**src/rtl/cache_fill_fsm.sv**
```systemverilog
// rtl/cache_fill_fsm.sv - cache miss block-fill controller with pipelined word reads
module cache_fill_fsm #(
    parameter int BLOCK_WORDS = 8,
    parameter int ADDR_W      = 16,
    parameter int CNT_W       = 4
) (
    input  logic              clk,
    input  logic              rst,
    input  logic              miss_detected,
    input  logic [ADDR_W-1:0] miss_address,
    input  logic              memory_data_valid,
    output logic              mem_read_en,
    output logic [ADDR_W-1:0] memory_address,
    output logic              fsm_busy,
    output logic              write_data_array,
    output logic [ADDR_W-1:0] fill_word_addr,
    output logic              write_tag_array
);
    localparam int IDX_W = $clog2(BLOCK_WORDS);
    localparam int OFF_W = IDX_W + 1;
    localparam logic [CNT_W-1:0] BW_CNT   = CNT_W'(BLOCK_WORDS);
    localparam logic [CNT_W-1:0] LAST_CNT = CNT_W'(BLOCK_WORDS - 1);
    localparam logic [IDX_W-1:0] LAST_IDX = IDX_W'(BLOCK_WORDS - 1);

    typedef enum logic {IDLE, FILL} state_t;

    state_t            state;
    logic [ADDR_W-1:0] base;
    logic [CNT_W-1:0]  issue_cnt;
    logic [CNT_W-1:0]  rx_cnt;

    logic [ADDR_W-1:0] base_next;
    logic              issue_done;
    logic              last_rx;
    logic [IDX_W-1:0]  issue_idx;
    logic              unused_low_bits;

    // Word offsets are spliced into the block base, so addresses never carry out of the block.
    function automatic logic [ADDR_W-1:0] word_addr(input logic [ADDR_W-1:0] b,
                                                    input logic [IDX_W-1:0]  idx);
        return {b[ADDR_W-1:OFF_W], idx, 1'b0};
    endfunction

    assign base_next       = {miss_address[ADDR_W-1:OFF_W], {OFF_W{1'b0}}};
    assign issue_done      = (issue_cnt >= BW_CNT);
    assign issue_idx       = issue_done ? LAST_IDX : issue_cnt[IDX_W-1:0];
    assign last_rx         = memory_data_valid && (rx_cnt == LAST_CNT);
    assign unused_low_bits = ^{miss_address[OFF_W-1:0], base[OFF_W-1:0]};

    always_comb begin
        mem_read_en      = 1'b0;
        memory_address   = base_next;
        fsm_busy         = 1'b0;
        write_data_array = 1'b0;
        write_tag_array  = 1'b0;
        fill_word_addr   = word_addr(base, rx_cnt[IDX_W-1:0]);
        if (state == IDLE) begin
            mem_read_en = miss_detected;
            fsm_busy    = miss_detected;
        end else begin
            fsm_busy         = 1'b1;
            mem_read_en      = !issue_done;
            memory_address   = word_addr(base, issue_idx);
            write_data_array = memory_data_valid;
            write_tag_array  = last_rx;
        end
    end

    always_ff @(posedge clk) begin
        if (rst) begin
            state     <= IDLE;
            base      <= '0;
            issue_cnt <= '0;
            rx_cnt    <= '0;
        end else begin
            case (state)
                IDLE: begin
                    if (miss_detected) begin
                        base      <= base_next;
                        issue_cnt <= CNT_W'(1);
                        rx_cnt    <= '0;
                        state     <= FILL;
                    end
                end
                FILL: begin
                    if (!issue_done)
                        issue_cnt <= issue_cnt + 1'b1;
                    if (memory_data_valid) begin
                        if (last_rx) begin
                            rx_cnt    <= '0;
                            issue_cnt <= '0;
                            state     <= IDLE;
                        end else begin
                            rx_cnt <= rx_cnt + 1'b1;
                        end
                    end
                end
                default: state <= IDLE;
            endcase
        end
    end
endmodule
```
**config.mk**
```make
export PLATFORM = sky130hd
export DESIGN_NAME = cache_fill_fsm
export DESIGN_NICKNAME = d
export VERILOG_FILES = /design/src/rtl/cache_fill_fsm.sv
export SDC_FILE = /design/constraint.sdc
export NUM_CORES = 1
export LEC_CHECK = 0
export ABC_AREA = 1
export BUFFER_PORTS_ARGS = -buffer_cell sky130_fd_sc_hd__buf_4
export CORE_ASPECT_RATIO = 1.4
export CORE_MARGIN = 2
export CORE_UTILIZATION = 40
export DETAILED_ROUTE_END_ITERATION = 10
export GPL_TIMING_DRIVEN = 0
export PLACE_DENSITY = 0.75
export SLEW_MARGIN = 20
export SYNTH_ARGS = -nofsm -noshare
export SYNTH_HDL_FRONTEND = slang
export SYNTH_SLANG_ARGS = --single-unit
```
**constraint.sdc**
```tcl
create_clock -name clk -period 1.15 [get_ports clk]
set_clock_uncertainty 0.1 [all_clocks]
set_input_delay 0.115 -clock clk [delete_from_list [all_inputs] [get_ports clk]]
set_output_delay 0.115 -clock clk [all_outputs]
set_load 0.02 [all_outputs]
```
==> summary.txt, run 1 <==
Run status
  – Status: finished, violations left
  – Failing checks: hold timing, setup timing

Route
  – Initial DRC Count: about 120
  – Drt pass-1 iters: 4
  – Vias: approximately 1700
  – Via/cell ratio: 5.81
  – Post-DRT Antenna Nets: 0
  – Avg WL per Cell: about 23 microns
  – Final WL: a little under 7 mm
  – DRC viols: 0

Synthesis
  – Distinct cells, synth: 20
  – Syn_area_per_cell: 6.76 sq um
  – Seq/Total Area, Yosys: a little under two fifths
  – Area leader, netlist: dfxtp_1
  – Ys Warns: 0
  – Mapped Cells: ~170
  – Dominant cells by area after synthesis: dfxtp_1, o21ai_0, nand2_1
  – Post-synth top area share: 37.5%
  – Synthesized flop and latch total: 21
  – Post-Syn Area: around 1100 sq um

Timing
  – Final setup fails: 42
  – Relative slew slack: 49.3%
  – Final Cycle Share: 132%
  – Final hold vios: 1
  – Fmax: 658 MHz
  – Worst Tran Pin Value: around 0.76 ns
  – Clock period minus worst slack: ~1.5 ns
  – Worst Slack Setup Final: -0.369 ns
  – Hold Slack: -0.00971 ns
  – Final Max Slew Viols: 0
  – RSZ-0062 raised after global routing: true

Power
  – Power Density: 899 nW/um^2
  – Pleak: 1.13 nW
  – Peak VDD IR: roughly 1000 uV

Critical path
  – Critical Path Source Type: flip-flop
  – Worst r2r src: state$_SDFF_PP0_
  – Max stage delay on crit path: slightly below 0.4 ns
  – Critical Path AT: between 1 and 1.5 ns
  – Capture point of the worst reg-to-reg path: rx_cnt[0]$_SDFFE_PP0P_
  – Worst Setup End Kind: output port
  – FF-to-FF path depth: 8
  – Worst Path Required: between 0.9 and 1 ns
  – Slowest cell on crit path: dfxtp_4
  – Max Fanout on Critical Path: 2
  – Most frequent cell on the critical path: nand2_4
  – Cell Chain, Critical Path: ha_4 > nand2_4 > inv_4 > nand2_4 > nor2_4 > buf_6
  – Worst Setup Path Type: reg -> out
  – R2R setup slack: -0.35 ns

GRT
  – Initial antenna violation count: 0
  – Total Routing Usage GR: between 30 and 40%
  – Vias in the first global route: roughly 1700
  – Largest net degree at the start of global routing: 12
  – First-pass GRT wire length: around 8.1 mm
  – Final global-route overflow total: 0

Placement
  – Pre-CTS WS: -0.223 ns
  – GP Congestion: about 0.75
  – I/O Buffers: 49
  – Post-DP HPWL: approximately 2.4 mm

CTS
  – Clk sink count: 21
  – Clock Pin Slew Worst Setup and Hold Paths: approximately 0.13 ns
  – Cts bufs inserted: 3
  – Buffer levels on the longest clock path: 2
  – Clock latency on the worst-skew pair: between 0.3 and 0.4 ns
  – Root Driver: clkbuf_4
  – CTS H-tree depth: 1
  – TritonCTS clock tree: built

Worst hold path
  – Hold Path Class: in -> reg
  – HP Start: miss_address[5]
  – Hold Crit Depth: 3
  – Hold Path Sink: base[5]$_SDFFE_PP0P_

Flow run
  – Max cap viols: 0

Floorplan
  – Die area: ~3300 sq um
  – Row cnt: 22
  – Initial Utilization: between 40% and 50%
  – Overall die width: ~49 microns
  – Boundary Pins: 56
  – Die H: about 67 microns
  – Area of the core: 2640 sq um

Final layout
  – Layout cells sized above 1: between 60 and 70%
  – Layout Nets: between 200 and 300
  – N_diodes: 0
  – Area growth syn-to-layout: 129%
  – Post-layout util: 97.4%
layer usage:
metal / vias up / GRT usage [%] / share of wire (%)
li1: 719 / - / -
met1: 835 / 33.1 / 35
met2: 128 / 63.5 / 52
met3: 44 / 6.50 / 7.2
met4: 0 / 21.1 / 5.2
met5: - / 0 / 0
Yosys cell counts:
cell type  instances
a21oi_4            1
nand4_1            1
ha_1               4
buf_2              3
dfxtp_1           21
nor2_4             1
nand3_1            2
nand2_1           32
nor3_1             1
inv_1             26
inv_2              2
a21oi_1           23
buf_6              1
clkinv_2           1
o21ai_0           27
conb_1             1
buf_4              5
o21ai_1            2
clkbuf_1           1
nor2_1            11
critical path: cells and delay by family (launching register included):
family | cells | cell delay (ns)
fa+ha+maj | 1 | 0.17
flops | 1 | 0.39
buf+inv | 2 | 0.19
simple gates | 3 | 0.22
cell type report:
type	instances	area [sq um]
buffer	9	113
clock buffer	4	26.3
fill	44	67.6
inverter	29	129
multi-input combinational	107	920
sequential	21	439
tap	36	45.0
timing repair buffer	91	903
state kept, by name (all words and copies together) (netlist names):
name       cells
base          12
issue_cnt      4
rx_cnt         4
state          1
power by group:
group,internal (mW),total [mW],switching (mW)
clock,0.136,0.393,0.257
sequential,0.769,0.815,0.0453
combinational,0.510,1.11,0.597
stage by stage:
stage               std cells  hold WS [ns]  cell area [sq um]  total power, mW  setup TNS, ns
floorplan                 167        0.0767               1290             1.23        -0.0150
global placement          252         0.240               1710             1.45          -3.21
detailed placement        252         0.240               1710             1.47          -3.73
CTS                       294        0.0302               2380             2.11          -6.56
global route              297       -0.0209               2570             2.37         -10.82
finish                    297      -0.00971               2570             2.31          -9.77
cells by family (layout without fill, tap and decap cells):
group | after synthesis | count (layout) | synth area share [%]
AO/OA/AOI/OAI | 53 | 53 | 24.6
AND/OR/NAND/NOR | 48 | 48 | 17.3
buffers and inverters | 39 | 133 | 15.8
flip-flops | 21 | 21 | 37.5
adder cells (fa/ha/maj) | 4 | 4 | 4.46
other | 1 | 2 | 0.334
how the worst max path moves through the flow:
| stage | start | endpoint | slack, ns | cells after the start |
|---|---|---|---|---|
| after CTS | rx_cnt[1]$_SDFFE_PP0P_ | write_tag_array | -0.32 | 6 |
| final | rx_cnt[1]$_SDFFE_PP0P_ | write_tag_array | -0.37 | 6 |
| after floorplan | rx_cnt[0]$_SDFFE_PP0P_ | rx_cnt[3]$_SDFFE_PP0P_ | -0.01 | 8 |
| after detailed placement | state$_SDFF_PP0_ | memory_address[9] | -0.22 | 5 |
| after global routing | state$_SDFF_PP0_ | rx_cnt[0]$_SDFFE_PP0P_ | -0.40 | 8 |
| after global placement | state$_SDFF_PP0_ | memory_address[14] | -0.20 | 5 |
layout by cell type (no fill, tap or decap), types with 4 or more instances in the layout:
| cell | netlist | final |
|---|---|---|
| dfxtp_4 | 0 | 4 |
| inv_1 | 26 | 23 |
| nor2_4 | 1 | 6 |
| buf_12 | 0 | 4 |
| nand2_4 | 0 | 4 |
| dfxtp_1 | 21 | 14 |
| a21oi_1 | 23 | 8 |
| a21oi_2 | 0 | 14 |
| buf_6 | 1 | 37 |
| nand2_1 | 32 | 14 |
| o21ai_4 | 0 | 13 |
| o21ai_2 | 0 | 10 |
| dlygate4sd3_1 | 0 | 13 |
| buf_4 | 5 | 42 |
| nor2_1 | 11 | 4 |
| nand2_2 | 0 | 14 |
what timing repair did:
action,CTS,global route
gates resized for setup,98,46
buffers inserted,24,4
cloned,3,0
pin swaps,8,11
endpoints found under the setup margin,39,43
endpoints found under the hold margin,15,1
hold buffers,12,1
Note: power is estimated with default switching activity, not from simulation.
==> run 2, diff against run 1 <==
--- a/config.mk
+++ b/config.mk
@@ -7,12 +7,12 @@
 export LEC_CHECK = 0
 export ABC_AREA = 1
 export BUFFER_PORTS_ARGS = -buffer_cell sky130_fd_sc_hd__buf_4
+export CAP_MARGIN = 25
 export CORE_ASPECT_RATIO = 1.4
-export CORE_MARGIN = 2
-export CORE_UTILIZATION = 40
+export CORE_UTILIZATION = 48
 export DETAILED_ROUTE_END_ITERATION = 10
 export GPL_TIMING_DRIVEN = 0
-export PLACE_DENSITY = 0.75
+export PLACE_DENSITY = 0.84
 export SLEW_MARGIN = 20
 export SYNTH_ARGS = -nofsm -noshare
 export SYNTH_HDL_FRONTEND = slang
==> constraint.sdc (replaced) <==
create_clock -name clk -period 1.8 [get_ports clk]
set_clock_uncertainty 0.1 [all_clocks]
set_input_delay 0.18 -clock clk [delete_from_list [all_inputs] [get_ports clk]]
set_output_delay 0.18 -clock clk [all_outputs]
set_load 0.02 [all_outputs]
==> run 2 against run 1 <==
The run now ends clean. Register-to-register slack improved by 0.84 ns. Largest power group is now sequential cells. Design area shrank 39%. Critical path depth is 2 lower. Utilization is 26 points lower. Sequential power fell by 37%. Total power shrank 53%. Non-clock buffer count decreased by 40. Clock-buffer cell count decreased by 1. Largest cell class is now multi-input gates. Worst setup slack improved by 0.45 ns. Final cell count shrank 18%. Sequential cell count unchanged.
==> summary.txt, run 2 (synthesis results as in run 1) <==
Run status
  – Status: finished clean

Final layout
  – Most common cell after layout, fill and taps aside: buf_4
  – Final instance area: between 1500 and 2000 sq um
  – Layout Cells excl Fill: roughly 240
  – Most frequent cells in the layout: buf_4, nand2_1, o21ai_0
  – Layout Nets: between 200 and 250
  – Layout cells sized above 1: approximately a third
  – Largest register FFs: 12
  – Largest regs: base (12), issue_cnt (4), rx_cnt (4)
  – Area growth syn-to-layout: 39.9%
  – Most flop-heavy register: base
  – Post-layout util: between 70% and 80%
  – N_diodes: 0

Placement
  – Post-DP HPWL: approximately 2.1 mm
  – Post-DP Area: 1520 sq um
  – I/O Buffers: 49
  – Cell Count Post-Placement: 238
  – GP Congestion: 0.767

Route
  – Initial DRC Count: 25
  – Post-DRT Antenna Nets: 0
  – Drt pass-1 iters: 4
  – Via/cell ratio: a little over 5
  – Avg WL per Cell: approximately 11 microns
  – Vias: around 1200
  – DRC viols: 0
  – Final WL: approximately 2.7 mm

Floorplan
  – Area of the core: between 2000 and 2500 sq um
  – Row cnt: 20
  – Boundary Pins: between 50 and 60
  – Die area: ~2500 sq um
  – Initial Utilization: 51.0%
  – Overall die width: roughly 43 microns
  – Die H: 59.2 microns

Timing
  – Final setup fails: 0
  – Final hold vios: 0
  – Fmax: a little under 600 MHz
  – RSZ-0062 raised after global routing: false
  – Final Max Slew Viols: 0
  – Final setup TNS: 0 ns
  – Final Cycle Share: between 90% and 100%
  – Clock period minus worst slack: 1.72 ns

GRT
  – First-pass GRT wire length: around 4.5 mm
  – Vias in the first global route: approximately 1100
  – Final global-route overflow total: 0
  – Total Routing Usage GR: about a quarter
  – Initial antenna violation count: 0
  – Largest net degree at the start of global routing: 13

Critical path
  – Max Fanout on Critical Path: 10
  – Worst Setup End Kind: output port
  – Critical Path AT: 1.44 ns
  – Worst Path Required: approximately 1.5 ns
  – Critical Path Source Type: flip-flop
  – Worst Setup Path Type: reg -> out

CTS
  – TritonCTS clock tree: built
  – Cts bufs inserted: 3
  – CTS H-tree depth: 1
  – Root Driver: clkbuf_4
  – Clock latency on the worst-skew pair: between 0.3 and 0.4 ns
  – Buffer levels on the longest clock path: 2
  – Clock Pin Slew Worst Setup and Hold Paths: around 0.12 ns
  – Clk sink count: 21
  – # Post-CTS Setup Buffers: 0

Worst hold path
  – Hold Path Class: in -> reg

Power
  – Pleak: between 0.7 and 0.8 nW
  – Peak VDD IR: roughly 500 uV
  – Power Density: 699 nW/um^2

Flow run
  – Max cap viols: 0
run 2: worst max-delay path, stage by stage (launching register included):
cell	delay [ns]
dfxtp_4	0.42
inv_2	0.11
clkbuf_4	0.20
o21ai_0	0.21
buf_4	0.18
run 2: area by class of cell:
| cell class | count | area [sq um] |
|---|---|---|
| fill | 212 | 632 |
| buffer | 10 | 70.1 |
| clock inverter | 1 | 5.00 |
| multi-input combinational | 107 | 528 |
| inverter | 29 | 110 |
| timing repair buffer | 50 | 378 |
| sequential | 21 | 429 |
| clock buffer | 3 | 22.5 |
| tap | 22 | 27.5 |
run 2: report_power, final:
part	switching, mW	leakage, nW	total, mW	internal [mW]
logic	0.198	0.586	0.341	0.143
clock network	0.157	0.0177	0.240	0.0834
registers	0.0221	0.175	0.516	0.494
total	0.377	0.778	1.10	0.720
run 2: metrics by stage:
step                      worst slack, ns  hold WS, ns  power (mW)
after CTS                          0.0421      0.00197        1.10
after floorplan                     0.293        0.149       0.717
after global routing              0.00627       0.0156        1.16
after global placement              0.348        0.309       0.857
after detailed placement            0.298        0.311       0.866
final                              0.0842       0.0107        1.10
run 2: timing repair:
action / 4_1_cts / 5_1_grt
hold buffers: 1 / 0
hold endpoints to repair: 5 / 0
gates resized for setup: 1 / 5
pin swaps: 0 / 0
setup endpoints to repair: 11 / 7
run 2: path summary, 6_finish.rpt:
kind | startpoint | end | slack (ns) | cells past startpoint
max | state$_SDFF_PP0_ | memory_address[5] | 0.08 | 4
min | miss_address[13] | base[13]$_SDFFE_PP0P_ | 0.01 | 3
max reg2reg | rx_cnt[0]$_SDFFE_PP0P_ | issue_cnt[2]$_SDFFE_PP0P_ | 0.49 | 6
min reg2reg | base[15]$_SDFFE_PP0P_ | base[15]$_SDFFE_PP0P_ | 0.37 | 2
run 2: metal layers:
layer | GRT usage [%] | share of wire, % | wire length (microns) | up-vias
li1 | - | - | - | 632
met1 | 26.3 | 41 | 1110 | 554
met2 | 43.5 | 53 | 1450 | 38
met3 | 2.74 | 4.9 | 135 | 5
met4 | 9.38 | 1.5 | 42 | 0
met5 | 0 | 0 | 0 | -
